File: src/rtl/cpu_pkg.sv
// cpu_pkg: definitions shared across the multicycle CPU datapath.
//   WORD_W        - datapath word width
//   div_state_t   - divider sequencer states
//   EXC_DIV_ZERO  - exception code driven onto the excpCtrl mux select
//                   when the divider reports a zero divisor
package cpu_pkg;

  localparam int WORD_W = 32;

  typedef enum logic [1:0] {
    IDLE = 2'd0,
    RUN  = 2'd1,
    FIX  = 2'd2
  } div_state_t;

  localparam logic [3:0] EXC_DIV_ZERO = 4'd3;

endpackage : cpu_pkg

File: src/rtl/div_step.sv
// div_step: one combinational restoring-division iteration.
// Ports:
//   rem     - current partial remainder (WIDTH+1 bits)
//   dvdMsb  - dividend bit shifted into the remainder this step
//   dvs     - divisor magnitude
//   remNext - partial remainder after the trial subtraction
//   qBit    - quotient bit produced by this step
module div_step
  import cpu_pkg::*;
#(
  parameter int WIDTH = WORD_W
) (
  input  logic [WIDTH:0]   rem,
  input  logic             dvdMsb,
  input  logic [WIDTH-1:0] dvs,
  output logic [WIDTH:0]   remNext,
  output logic             qBit
);

  logic [WIDTH+1:0] wide_s;
  logic [WIDTH:0]   low_s;
  logic [WIDTH:0]   dvsExt_s;

  // Shift in the next dividend bit and perform the trial subtraction.
  always_comb begin
    // The compare uses one extra bit so the shifted value can never wrap.
    wide_s   = {rem, dvdMsb};
    low_s    = wide_s[WIDTH:0];
    dvsExt_s = {1'b0, dvs};
    if (wide_s >= {2'b00, dvs}) begin
      remNext = low_s - dvsExt_s;
      qBit    = 1'b1;
    end else begin
      remNext = low_s;
      qBit    = 1'b0;
    end
  end

endmodule : div_step

File: src/rtl/div_unit.sv
// div_unit: sequential iterative signed divider (MIPS DIV) for the
// multicycle datapath. One restoring step per cycle, WIDTH steps per op.
// Optional build macro DIV_UNSIGNED_EN adds port div_unsigned for DIVU.
// Ports:
//   clk          - rising-edge clock
//   reset        - synchronous active-high reset
//   div_start    - start strobe, honoured only while idle
//   div_unsigned - (DIV_UNSIGNED_EN only) treat operands as unsigned
//   a_in, b_in   - dividend / divisor
//   hi_out       - remainder (registered, holds until next result)
//   lo_out       - quotient  (registered, holds until next result)
//   busy         - operation in progress
//   done         - one-cycle pulse, hi_out/lo_out valid
//   div_zero     - one-cycle pulse, divisor was zero (no result produced)
module div_unit
  import cpu_pkg::*;
#(
  parameter int WIDTH = WORD_W
) (
  input  logic             clk,
  input  logic             reset,
  input  logic             div_start,
`ifdef DIV_UNSIGNED_EN
  input  logic             div_unsigned,
`endif
  input  logic [WIDTH-1:0] a_in,
  input  logic [WIDTH-1:0] b_in,
  output logic [WIDTH-1:0] hi_out,
  output logic [WIDTH-1:0] lo_out,
  output logic             busy,
  output logic             done,
  output logic             div_zero
);

  localparam int               CNT_W    = $clog2(WIDTH + 1);
  localparam logic [CNT_W-1:0] CNT_INIT = CNT_W'(WIDTH);
  localparam logic [CNT_W-1:0] CNT_ONE  = CNT_W'(1);
  localparam logic [CNT_W-1:0] CNT_ZERO = CNT_W'(0);
  localparam logic [WIDTH-1:0] ZERO     = {WIDTH{1'b0}};

  // Two's-complement negate; 0x80..0 maps to itself, read as unsigned 2^(W-1).
  function automatic logic [WIDTH-1:0] negate(input logic [WIDTH-1:0] v);
    negate = ZERO - v;
  endfunction

  div_state_t       state_r;
  logic [CNT_W-1:0] cnt_r;
  logic [WIDTH:0]   rem_r;
  logic [WIDTH-1:0] dvd_r;     // dividend magnitude, quotient bits shift in at LSB
  logic [WIDTH-1:0] dvs_r;
  logic             signQ_r;
  logic             signR_r;

  logic             opSigned_s;
  logic [WIDTH-1:0] absA_s;
  logic [WIDTH-1:0] absB_s;
  logic             signQ_s;
  logic             signR_s;
  logic [WIDTH:0]   stepRem_s;
  logic             stepQ_s;

  // Operand magnitudes and result signs for the operation being started.
  always_comb begin
    opSigned_s = 1'b1;
`ifdef DIV_UNSIGNED_EN
    opSigned_s = ~div_unsigned;
`endif
    if (opSigned_s) begin
      absA_s  = a_in[WIDTH-1] ? negate(a_in) : a_in;
      absB_s  = b_in[WIDTH-1] ? negate(b_in) : b_in;
      signQ_s = a_in[WIDTH-1] ^ b_in[WIDTH-1];
      signR_s = a_in[WIDTH-1];
    end else begin
      absA_s  = a_in;
      absB_s  = b_in;
      signQ_s = 1'b0;
      signR_s = 1'b0;
    end
  end

  div_step #(.WIDTH(WIDTH)) uStep (
    .rem     (rem_r),
    .dvdMsb  (dvd_r[WIDTH-1]),
    .dvs     (dvs_r),
    .remNext (stepRem_s),
    .qBit    (stepQ_s)
  );

  // Sequencer and datapath registers: IDLE -> RUN (WIDTH steps) -> FIX -> IDLE.
  always_ff @(posedge clk) begin
    if (reset) begin
      state_r  <= IDLE;
      cnt_r    <= CNT_ZERO;
      rem_r    <= {(WIDTH + 1){1'b0}};
      dvd_r    <= ZERO;
      dvs_r    <= ZERO;
      signQ_r  <= 1'b0;
      signR_r  <= 1'b0;
      hi_out   <= ZERO;
      lo_out   <= ZERO;
      busy     <= 1'b0;
      done     <= 1'b0;
      div_zero <= 1'b0;
    end else begin
      done     <= 1'b0;
      div_zero <= 1'b0;
      case (state_r)
        IDLE: begin
          if (div_start) begin
            if (b_in == ZERO) begin
              div_zero <= 1'b1;
            end else begin
              dvd_r   <= absA_s;
              dvs_r   <= absB_s;
              signQ_r <= signQ_s;
              signR_r <= signR_s;
              rem_r   <= {(WIDTH + 1){1'b0}};
              cnt_r   <= CNT_INIT;
              busy    <= 1'b1;
              state_r <= RUN;
            end
          end
        end
        RUN: begin
          rem_r <= stepRem_s;
          dvd_r <= {dvd_r[WIDTH-2:0], stepQ_s};
          cnt_r <= cnt_r - CNT_ONE;
          if (cnt_r == CNT_ONE) begin
            state_r <= FIX;
          end
        end
        FIX: begin
          lo_out  <= signQ_r ? negate(dvd_r) : dvd_r;
          hi_out  <= signR_r ? negate(rem_r[WIDTH-1:0]) : rem_r[WIDTH-1:0];
          done    <= 1'b1;
          busy    <= 1'b0;
          state_r <= IDLE;
        end
        default: begin
          busy    <= 1'b0;
          state_r <= IDLE;
        end
      endcase
    end
  end

endmodule : div_unit

File: config.mk
export PLATFORM = sky130hd
export DESIGN_NAME = div_unit
export DESIGN_NICKNAME = d
export VERILOG_FILES = /design/src/rtl/cpu_pkg.sv /design/src/rtl/div_step.sv /design/src/rtl/div_unit.sv
export SDC_FILE = /design/constraint.sdc
export NUM_CORES = 1
export LEC_CHECK = 0
export BUFFER_PORTS_ARGS = -buffer_cell sky130_fd_sc_hd__buf_4
export CORE_MARGIN = 2
export CORE_UTILIZATION = 52
export DETAILED_ROUTE_END_ITERATION = 16
export MAX_ROUTING_LAYER = met4
export PLACE_DENSITY = 0.73
export SLEW_MARGIN = 0
export SYNTH_ARGS = -nofsm -noshare
export SYNTH_HDL_FRONTEND = slang
export SYNTH_SLANG_ARGS = --single-unit
File: constraint.sdc
create_clock -name clk -period 3.97 [get_ports clk]
set_input_delay 0.794 -clock clk [delete_from_list [all_inputs] [get_ports clk]]
set_output_delay 0.794 -clock clk [all_outputs]
set_load 0.01 [all_outputs]
==> results of run 1 <==
layout make-up:
class | instances | area, um^2
Clock buffer | 17 | 425.4
Clock inverter | 15 | 177.7
Inverter | 67 | 251.5
Sequential cell | 174 | 3483
Fill cell | 1899 | 7722
Multi-Input combinational cell | 1045 | 6765
Timing Repair Buffer | 148 | 1136
Tap cell | 270 | 337.8
metal layers:
layer  part of all wire  up-vias  wire length, um
met3              0.081       26             2356
met2               0.39      332            11410
li1                   -     5145                -
met5                  0        -                0
met4              0.011        0              325
met1               0.51     4597            14910
placed cells by master, fill, tap and decap left out, drive strengths merged, types with 9 or more instances in the layout:
master / count
o21ai: 88
a21o: 15
a211oi: 82
or4: 19
or3: 14
o41ai: 27
nor2: 165
nand4: 14
inv: 72
nor3: 23
ha: 38
buf: 148
nand2: 125
a221o: 12
clkbuf: 17
dfxtp: 174
a21oi: 62
a32oi: 9
or2: 11
o221ai: 11
o31ai: 34
xor2: 107
nor4: 19
xnor2: 42
nand2b: 16
nand3: 18
nor2b: 10
state kept, by name (all words and copies together) (netlist names):
register  flops
signR_r       1
cnt_r         6
div_zero      1
hi_out       32
lo_out       32
rem_r        33
state_r       2
dvs_r        32
done          1
signQ_r       1
busy          1
dvd_r        32
worst max-delay path by stage:
stage,cells past startpoint,from,to,slack [ps]
after floorplan,8,a_in[1],dvd_r[29],710
after global placement,8,a_in[6],dvd_r[29],480
after detailed placement,8,a_in[6],dvd_r[29],440
after CTS,12,dvd_r[31],rem_r[2],500
after global routing,12,dvd_r[31],rem_r[2],190
final,9,rem_r[15],rem_r[2],460
logic make-up after synthesis:
group	after synthesis
adders and majority gates	39
and+or+nand+nor	454
AOI/OAI and AO/OA	400
buffers and inverters	154
muxes	3
DFF	174
xor gates and xnor gates	149
power by group:
group / internal, mW / switching [mW]
registers: 2.07 / 0.522
logic: 2.10 / 3.33
clock network: 0.898 / 0.812
stage by stage:
step | hold slack, ps | setup WS, ps | cells
after detailed placement | 441.2 | 439.0 | 1704
after global routing | 464.5 | 186.4 | 1736
final | 446.6 | 464.6 | 1736
after CTS | 450.4 | 495.0 | 1736
after floorplan | 419.8 | 711.0 | 1373
after global placement | 433.7 | 481.3 | 1704
critical path, delay by kind of cell (launching register included):
kind	cells	cell delay (ps)
compound gates	3	1180
simple gates	4	1080
flops	1	510
buf+inv	1	280
fa+ha+maj	1	370
==> flow_metrics.py, run 1 <==
metrics = {
    "critical_path": {
        "rrSetupSlack_ps": 460,
        "critPathRequiredTime_ps": 4320,
        "worstSetupStartpointType": "register",
        "path_class": "register to register",
        "r2r-start": "rem_r[15]",
        "crit_path_cell_trace": "ha_1, and2_1, nor2b_1, o41ai_1, a21oi_1, nor4_1, buf_4, nand2_1, o221ai_1",
        "critPathCaptureType": "register",
        "crit_slowest_cell": "o41ai_1",
        "crit_fanout": 10,
        "worstPathArrival_ps": 3850,
        "reg2reg_depth": 9,
        "crit_path_max_incr_delay_ps": 660,
        "reg2reg_to": "rem_r[2]",
    },
    "grt": {
        "use_met2": 0.3625,
        "grt_most_used_layer": "met1",
        "grtUsageMet1": 0.4266,
        "grt_pass1_wl_um": 46730,
        "grt_antenna_before_repair": 0,
        "track_usage": 0.2714,
        "globalRouteMet3Util": 0.04018,
        "globalRouteOverflowTotal": 0,
        "grt_max_degree": 63,
        "grt_pass1_vias": 8757,
    },
    "clock_tree": {
        "clockRootBuffer": "clkbuf_16",
        "clkSlewWorstSetupHoldPaths_ps": 70,
        "cts_hold_buf": 0,
        "post_cts_resized": 0,
        "cts_buffers": 17,
        "clockBufferDepth": 2,
        "clock_sink_count": 174,
        "post_cts_buffers": 0,
        "worstSkewPairLatency_ps": 440,
        "cts_max_level": 4,
        "cts_tree": "yes",
    },
    "logic_synthesis": {
        "yosysTopAreaCell": "dfxtp_1",
        "synthTopCellsByArea": "dfxtp_1, xor2_1, nor2_1",
        "synth_edf_count": 0,
        "synthCells": 1373,
        "synth-xor-area-share": 0.1208,
        "synth-seq-area-share": 0.3224,
        "ys_types": 68,
        "synth_top_family_by_area": "compound AO/OA/AOI/OAI gates",
        "ys_seq_elements": 174,
        "syn_area_per_cell_um2": 7.870,
        "yosys-top-cells-count": "dfxtp_1, nor2_1, nand2_1",
        "netlist_area_um2": 10810,
        "synth_simple_gate_area_share": 0.1966,
        "synth-warning-count": 0,
        "synth_compound_area_frac": 0.2569,
        "ys_async_sr_fraction": 0,
        "yosys_most_used_dff": "dfxtp_1",
        "muxShareOfSynthArea": 0.002779,
        "synth_nets": 1479,
        "synth.most_common_cell": "dfxtp_1",
        "synthDominantCellAreaShare": 0.3224,
        "synthAdderAreaFrac": 0.04585,
    },
    "run": {
        "maxCapViolations": 0,
    },
    "cells_and_area": {
        "diodes": 0,
        "final_area_um2": 12580,
        "fin_nets": 1559,
        "fin_util": 0.6196,
        "layout-drive-gt1-share": 0.1371,
        "synthToLayoutAreaGrowth_pct": 16.40,
    },
    "place": {
        "gp_congestion": 0.9076,
        "dp_hpwl_um": 22220,
        "portBuffers": 133,
        "dpl_cell_area_um2": 11970,
    },
    "die": {
        "die_h_um": 148.2,
        "core_area_um2": 20300,
        "dieArea_um2": 21950,
        "core.rowCount": 52,
        "die_w_um": 148.2,
        "io_pins": 134,
        "initial_utilization": 0.5323,
    },
    "timing": {
        "hold_viol": 0,
        "fmax_ghz": 0.2853,
        "slew_violations": 0,
        "worstMarginPinSlew_ps": 1083,
        "slew_headroom": 0.2772,
        "setup_viol": 0,
        "rsz0062_at_grt": "no",
        "fin_skew_ps": 11.81,
        "finalCritPeriodShare": 0.8830,
        "layout_min_cycle_time_ps": 3505,
        "setup_tns_ps": 0,
    },
    "drt": {
        "drt_pass1_iterations": 6,
        "routed_wirelength_um": 29010,
        "antenna_left": 0,
        "viasPerCell": 5.818,
        "drc": 0,
        "drt_iter0_drc": 903,
        "wire_per_inst_um": 16.71,
        "vias": 10100,
    },
    "min_path": {
        "min_path_cells": 2,
        "hold_end": "dvs_r[18]",
        "hp-start": "dvs_r[18]",
        "min_path_type": "register to register",
    },
    "status": {
        "status": "complete, no violations",
    },
    "pwr": {
        "ir_drop_mv": 0.4714,
        "powerDensity_nw_per_um2": 773.4,
        "power_mw": 9.727,
        "power_leakage_nw": 5.055,
    },
}
No activity file was read; power rests on OpenSTA's default activity.
==> run 2, diff against run 1 <==
==> constraint.sdc (replaced) <==
create_clock -name clk -period 3.72 [get_ports clk]
set_input_delay 0.744 -clock clk [delete_from_list [all_inputs] [get_ports clk]]
set_output_delay 0.744 -clock clk [all_outputs]
set_load 0.01 [all_outputs]
==> run 2 against run 1 <==
Routed wire length decreased by 0.89%. Sequential power increased by 7%. Core utilization increased by 0.38 points. Cell area rose by 0.61%. Via count about the same. Non-clock buffer count grew 5. Final cell count rose by 0.29%. First-iteration DRC count decreased by 28%. Global-route usage down 0.35 points. Clock power increased by 8%. Flip-flop and latch count stayed put.
==> flow_metrics.py, run 2 (synthesized netlist as in run 1, its figures left out) <==
metrics = {
    "drt": {
        "routed_wirelength_um": 28750,
        "drc": 0,
        "wire_per_inst_um": 16.51,
        "antenna_left": 0,
        "viasPerCell": 5.804,
        "drt_pass1_iterations": 8,
        "vias": 10100,
        "drt_iter0_drc": 653,
    },
    "die": {
        "initial_utilization": 0.5323,
        "core_area_um2": 20300,
        "io_pins": 134,
        "die_h_um": 148.2,
        "dieArea_um2": 21950,
        "die_w_um": 148.2,
        "core.rowCount": 52,
    },
    "clock_tree": {
        "worstSkewPairLatency_ps": 440,
        "post_cts_resized": 0,
        "clockBufferDepth": 2,
        "cts_max_level": 4,
        "clkSlewWorstSetupHoldPaths_ps": 70,
        "clockRootBuffer": "clkbuf_16",
        "post_cts_buffers": 0,
        "cts_hold_buf": 0,
        "cts_tree": "yes",
        "clock_sink_count": 174,
        "cts_buffers": 17,
    },
    "cells_and_area": {
        "layout-drive-gt1-share": 0.1400,
        "fin_util": 0.6233,
        "synthToLayoutAreaGrowth_pct": 17.10,
        "fill_cells": 1848,
        "layout_commonest_cell": "dfxtp_1",
        "largest_register_ffs": 33,
        "fin_nets": 1564,
        "layout_common_cells": "dfxtp_1, nor2_1, buf_4",
        "top_register": "rem_r",
        "diodes": 0,
    },
    "critical_path": {
        "worstPathArrival_ps": 3680,
        "r2r-start": "rem_r[27]",
        "worstSetupStartpointType": "register",
        "critPathRequiredTime_ps": 4100,
        "critPathCaptureType": "register",
        "endpoint": "rem_r[29]",
        "path_class": "register to register",
        "startpoint": "rem_r[27]",
        "reg2reg_to": "rem_r[29]",
        "reg2reg_depth": 9,
        "crit_fanout": 30,
        "rrSetupSlack_ps": 420,
    },
    "timing": {
        "fmax_ghz": 0.3029,
        "setup_tns_ps": 0,
        "layout_min_cycle_time_ps": 3301,
        "finalCritPeriodShare": 0.8874,
        "hold_viol": 0,
        "whs_ps": 449.4,
        "slew_headroom": 0.2993,
        "fin_skew_ps": 10.53,
        "layout_setup_ws_ps": 418.7,
        "worstMarginPinSlew_ps": 1050,
        "rsz0062_at_grt": "no",
        "slew_violations": 0,
        "setup_viol": 0,
    },
    "pwr": {
        "ir_drop_mv": 0.5129,
        "power_leakage_nw": 5.104,
        "powerDensity_nw_per_um2": 823.8,
    },
    "place": {
        "post-place-ws_ps": 370.2,
        "gp_congestion": 0.9447,
        "portBuffers": 133,
        "dp_hpwl_um": 22230,
    },
    "grt": {
        "grt_pass1_wl_um": 46510,
        "track_usage": 0.2679,
        "globalRouteOverflowTotal": 0,
        "grt_antenna_before_repair": 0,
        "grt_pass1_vias": 8918,
        "grt_max_degree": 63,
    },
    "run": {
        "maxCapViolations": 0,
    },
    "status": {
        "status": "complete, no violations",
    },
    "min_path": {
        "min_path_type": "register to register",
    },
}
[run 2: changes by cell type in the layout (fill, tap and decap cells not counted), sizes merged]
cell,previous run,this run
buf,148,153
clkinvlp,3,1
inv,72,74
[run 2: area by class of cell]
cell class / instances / area, um^2 / share of cell area
Sequential cell: 174 / 3483 / 0.2753
Inverter: 67 / 251.5 / 0.01988
Tap cell: 270 / 337.8 / 0.02670
Timing Repair Buffer: 153 / 1199 / 0.09473
Clock buffer: 17 / 425.4 / 0.03362
Multi-Input combinational cell: 1045 / 6765 / 0.5347
Clock inverter: 15 / 191.4 / 0.01513
[run 2: worst min-delay path by stage]
stage | startpoint | to | slack [ps] | cells after the start
final | dvs_r[17] | dvs_r[17] | 450 | 2
after detailed placement | dvs_r[17] | dvs_r[17] | 440 | 2
after global placement | dvs_r[6] | dvs_r[6] | 430 | 2
after CTS | dvs_r[17] | dvs_r[17] | 450 | 2
after floorplan | dvs_r[31] | dvs_r[31] | 420 | 2
after global routing | dvs_r[17] | dvs_r[17] | 470 | 2
[run 2: worst max-delay path: stages, from the launching register on]
cell and delay [ps]:
dfxtp_1 410, ha_1 540, nand4_1 220, or4_1 460, nand2b_1 190, nor3_1 280
o41ai_2 130, buf_12 220, nor4b_1 610, a221o_1 190
[run 2: through the flow]
step                instances  instance area (um^2)  power (mW)
floorplan                1373                 10810       6.958
CTS                      1741                 12650       10.37
global placement         1709                 12040       8.434
detailed placement       1709                 12040       8.508
global route             1741                 12650       11.29
finish                   1741                 12650       10.42
[run 2: power breakdown]
group          internal, mW  total, mW  leakage, nW  switching [mW]
sequential             2.21       2.76         1.42           0.552
combinational          2.28       5.82         3.39            3.53
clock                 0.973       1.85        0.297           0.873
[run 2: metal layers]
metal | track usage | routed length (um) | part of all wire
met1 | 0.4108 | 14680 | 0.51
met2 | 0.3637 | 11430 | 0.40
met3 | 0.05613 | 2489 | 0.087
met4 | 0.04381 | 151 | 0.0053
met5 | - | 0 | 0
